===== src/rtl/lsu_mem_ctrl.sv =====
// lsu_mem_ctrl: load/store sequencer driving one outstanding word-wide memory access with ready handshake
//   clk, rst (async, active-high)
//   req_*  : request from datapath (valid/ready, we, byte addr, right-justified wdata, size, unsigned)
//   resp_* : one-cycle completion pulse, extended load data, error flag
//   mem_*  : word-aligned memory port (en held until mem_ready, we, addr, lane-replicated wdata, byte enables)
//   busy   : controller not idle
//   Optional LSU_TIMEOUT_EN: abort an access after TIMEOUT_CYCLES waiting cycles with resp_err=1
module lsu_mem_ctrl #(
  parameter int TIMEOUT_CYCLES = 15,
  parameter int CNT_WIDTH = 4
) (
  input  logic        clk,
  input  logic        rst,
  input  logic        req_valid,
  output logic        req_ready,
  input  logic        req_we,
  input  logic [31:0] req_addr,
  input  logic [31:0] req_wdata,
  input  logic [1:0]  req_size,
  input  logic        req_unsigned,
  output logic        resp_valid,
  output logic [31:0] resp_rdata,
  output logic        resp_err,
  output logic        mem_en,
  output logic        mem_we,
  output logic [31:0] mem_addr,
  output logic [31:0] mem_wdata,
  output logic [3:0]  mem_be,
  input  logic [31:0] mem_rdata,
  input  logic        mem_ready,
  output logic        busy
);
  typedef enum logic [1:0] {IDLE, ACCESS, RESP} state_t;
  state_t state, state_nx;
  logic [1:0] off_q, size_q;
  logic uns_q, we_q, misaligned, timeout;
  logic [3:0] be_calc;
  logic [31:0] wdata_calc, load_data;
  logic [7:0] byte_sel;
  logic [15:0] half_sel;
  assign req_ready = state == IDLE;
  assign busy = state != IDLE;
`ifdef LSU_TIMEOUT_EN
  logic [CNT_WIDTH-1:0] cnt;
  // Fires in the cycle whose stall would bring the count to the limit; a ready in that cycle still wins.
  assign timeout = !mem_ready && cnt == CNT_WIDTH'(TIMEOUT_CYCLES - 1);
  always_ff @(posedge clk or posedge rst)
    if (rst) cnt <= '0;
    else if (state != ACCESS) cnt <= '0;
    else if (!mem_ready) cnt <= cnt + 1'b1;
`else
  wire unused_params = (TIMEOUT_CYCLES > 0) && (CNT_WIDTH > 0);
  assign timeout = 1'b0;
`endif
  always_comb begin
    misaligned = (req_size == 2'b01 && req_addr[0]) || (req_size == 2'b10 && req_addr[1:0] != 2'b00) || req_size == 2'b11;
    be_calc = req_size == 2'b00 ? 4'b0001 << req_addr[1:0] : req_size == 2'b01 ? (req_addr[1] ? 4'b1100 : 4'b0011) : 4'b1111;
    wdata_calc = req_size == 2'b00 ? {4{req_wdata[7:0]}} : req_size == 2'b01 ? {2{req_wdata[15:0]}} : req_wdata;
    byte_sel = mem_rdata[8*off_q +: 8];
    half_sel = mem_rdata[16*off_q[1] +: 16];
    load_data = size_q == 2'b00 ? {{24{~uns_q & byte_sel[7]}}, byte_sel} : size_q == 2'b01 ? {{16{~uns_q & half_sel[15]}}, half_sel} : mem_rdata;
    state_nx = state == IDLE ? (req_valid ? (misaligned ? RESP : ACCESS) : IDLE) : state == ACCESS ? ((mem_ready || timeout) ? RESP : ACCESS) : IDLE;
  end
  always_ff @(posedge clk or posedge rst)
    if (rst) begin
      state <= IDLE;
      off_q <= '0;
      size_q <= '0;
      uns_q <= 1'b0;
      we_q <= 1'b0;
      resp_valid <= 1'b0;
      resp_rdata <= '0;
      resp_err <= 1'b0;
      mem_en <= 1'b0;
      mem_we <= 1'b0;
      mem_addr <= '0;
      mem_wdata <= '0;
      mem_be <= '0;
    end else begin
      state <= state_nx;
      resp_valid <= 1'b0;
      if (state == IDLE && req_valid) begin
        off_q <= req_addr[1:0];
        size_q <= req_size;
        uns_q <= req_unsigned;
        we_q <= req_we;
        if (misaligned) begin
          resp_valid <= 1'b1;
          resp_err <= 1'b1;
          resp_rdata <= '0;
        end else begin
          mem_en <= 1'b1;
          mem_we <= req_we;
          mem_addr <= {req_addr[31:2], 2'b00};
          mem_be <= be_calc;
          mem_wdata <= wdata_calc;
        end
      end
      if (state == ACCESS && (mem_ready || timeout)) begin
        mem_en <= 1'b0;
        mem_we <= 1'b0;
        resp_valid <= 1'b1;
        resp_err <= !mem_ready;
        resp_rdata <= (mem_ready && !we_q) ? load_data : '0;
      end
    end
endmodule


===== config.mk =====
export PLATFORM = sky130hd
export DESIGN_NAME = lsu_mem_ctrl
export DESIGN_NICKNAME = d
export VERILOG_FILES = /design/src/rtl/lsu_mem_ctrl.sv
export SDC_FILE = /design/constraint.sdc
export NUM_CORES = 1
export LEC_CHECK = 0
export CAP_MARGIN = 20
export CORE_MARGIN = 8
export CORE_UTILIZATION = 40
export DETAILED_ROUTE_END_ITERATION = 7
export HOLD_SLACK_MARGIN = 0.06
export PLACE_DENSITY = 0.78
export RECOVER_POWER = 50
export SLEW_MARGIN = 20
export SYNTH_ARGS = -nofsm -noshare
export SYNTH_HDL_FRONTEND = slang
export SYNTH_SLANG_ARGS = --single-unit

===== constraint.sdc =====
create_clock -name clk -period 3.4 [get_ports clk]
set_input_delay 0.51 -clock clk [delete_from_list [all_inputs] [get_ports clk]]
set_output_delay 0.51 -clock clk [all_outputs]
set_load 0.01 [all_outputs]

==> metrics <==
Worst EP required=3.67 ns; number of setup buffers added after CTS=0; routed vias=4318; Setup TNS=0 ns; top-area cell type share of the netlist area=51.2%; max-slew violations=0; share of async-settable or async-resettable flops after synthesis=100%; ys flop type=dfrtp_1; Critical Setup Path Class=primary input to flip-flop; final setup fails=0; Cell variety after synth=47; CORE AREA=13200 µm²; I/O Pins=210; Max Freq=407 MHz; IO buf count=207; worst-skew pair later-pin latency=0.35 ns; most frequent cells in the layout=clkdlybuf4s50_1, dfrtp_1, mux2_2, nand2_1, dlygate4sd3_1; P&R area growth vs syn=44.2%; MaxCap Viol Count=0; Die Ht=132 µm; area of the multi-input gates=2340 µm²; Seq/Total Area, Yosys=51.2%; Post-Synthesis Cells=459; Die W=132 µm; crit end category=flip-flop; total wire length=16500 µm; TritonCTS clock tree=done; row count=42; Pwr Density=711 nW/µm²; HPWL Detailed=12500 µm; layout cells sized above 1=15.2%; outcome=completed; type of origin of the critical path=primary input; Root Driver=clkbuf_16; most common cell after layout, fill and taps aside=clkdlybuf4s50_1; synth top area cells=dfrtp_1, mux2_2, mux2i_1; Longest Clk Path Bufs=2; critical path arrival=2.73 ns; Rel. slew slack=0.341%; DR DRC count=0; Design Power=5.52 mW; Total GRT Usage=19.1%; Cell Area, Synth=5380 µm²; Final Hold Viols=0; unrepaired setup endpoints after global routing=no; number of DRC markers in iteration 0=253; Final Skew=0.00621 ns; Initial Util=40.8%; CTS sink count=110; post-route ant nets=0; ANT cells=0; most area-hungry cell type in the Yosys netlist=dfrtp_1; H-tree depth=3; Resize count post-CTS=0; EDFF count, synth=0; maximum VDD drop=0.481 mV; Syn Area/Cell=11.7 µm²; Yosys reg bits=110; CTS clock-pin slew for the worst setup and hold paths=0.07 ns; worst-path maximum fanout=22; Fillers=1123; synth warn=0; die area=17400 µm²; first-pass GRT wire length=26300 µm; initial antenna violation count=0; Placer Congestion=0.838; sequential cell area=2750 µm²; Least-Margin Pin Slew=1.49 ns; DR pass1 iterations=4; CTS buffer count=9; hold crit path type=flip-flop to flip-flop; nets=755; number of global-route vias before repair=4744; gr ovfl total=0; Lkg Pwr=3.35 nW; Final period util=72.3%; wire per inst=19.8 µm; largest net degree at the start of global routing=111; fin crit period=2.46 ns; hold buffer count at cts=0; Via density=5.19
## path summary, 6_finish.rpt
check                              start        endpoint  slack [ns]  cells past startpoint
max in group asynchronous            rst    mem_addr[28]        1.27                      3
min in group asynchronous            rst  resp_rdata[27]        1.20                      3
max reg2reg                    size_q[0]   resp_rdata[1]        1.27                      4
min                        mem_wdata[20]   mem_wdata[20]        0.47                      2
min reg2reg                mem_wdata[20]   mem_wdata[20]        0.47                      2
max                          req_size[0]  resp_rdata[18]        0.94                      6
## registers in the layout (all words and copies together), names as in the netlist
register	count
mem_be	4
we_q	1
mem_we	1
uns_q	1
resp_rdata	32
mem_en	1
size_q	2
mem_addr	30
mem_wdata	32
resp_err	1
state	2
off_q	2
resp_valid	1
## logic make-up (layout without fill, tap and decap cells)
| kind of cell | after synthesis | count (layout) | synth area share, % |
|---|---|---|---|
| other | 1 | 2 | 0.0697 |
| flip-flops | 110 | 110 | 51.2 |
| buffers and inverters | 43 | 239 | 5.28 |
| XOR/XNOR | 1 | 1 | 0.163 |
| multiplexers | 87 | 87 | 17.6 |
| AO/OA/AOI/OAI | 105 | 105 | 14.5 |
| AND/OR/NAND/NOR | 112 | 112 | 11.2 |
## synthesized netlist by cell type (all sizes together) (2+ instances only)
cell     instances
mux2i           26
nor2b           26
o21ai           26
or3b             2
o22ai           15
nor3b            2
nand2           45
nor2            22
or2              2
a21o             8
nor3             3
a2111oi          7
a21oi           13
nand3b           2
dfrtp          110
nand2b           4
buf             28
a22o             4
clkbuf           8
o2bb2ai         17
mux2            61
inv              7
o31ai            2
a221o            8
nor4             2
## per-layer routing
layer	vias to the layer above	share of wire, %	GRT usage, %
met1	2100	40	21.3
met3	21	11	9.45
met5	-	0	0
met4	0	2.2	7.66
li1	2018	-	-
met2	179	47	30.5
## where the power goes
part | internal [mW] | switching [mW] | leakage (nW)
clock network | 0.518 | 0.443 | 0.128
registers | 1.82 | 0.328 | 1.37
logic | 1.37 | 1.04 | 1.85
## cell type report
cell class / instances / share of cell area [%]
tap: 176 / 2.84
timing repair buffer: 216 / 27.7
clock buffer: 15 / 3.32
clock inverter: 1 / 0.0646
sequential: 110 / 35.5
inverter: 7 / 0.387
multi-input combinational: 307 / 30.2
## stage by stage
step / utilization (%) / setup slack [ns] / instance area (µm²) / hold slack [ns] / std cells
global route: 58.8 / 0.818 / 7750 / 0.497 / 832
floorplan: - / 1.56 / 5380 / 0.461 / 460
global placement: 56.9 / 0.706 / 7510 / 0.463 / 816
CTS: 58.9 / 0.932 / 7770 / 0.485 / 832
detailed placement: 56.9 / 0.554 / 7510 / 0.469 / 816
finish: 58.8 / 0.942 / 7750 / 0.475 / 832
## worst max-delay path: stages
cell             delay (ns)
clkdlybuf4s50_1        0.65
nor2_4                 0.46
nor3_2                 0.14
a21oi_4                0.52
buf_4                  0.31
o2bb2ai_1              0.14
No activity file was read; power rests on OpenSTA's default activity.
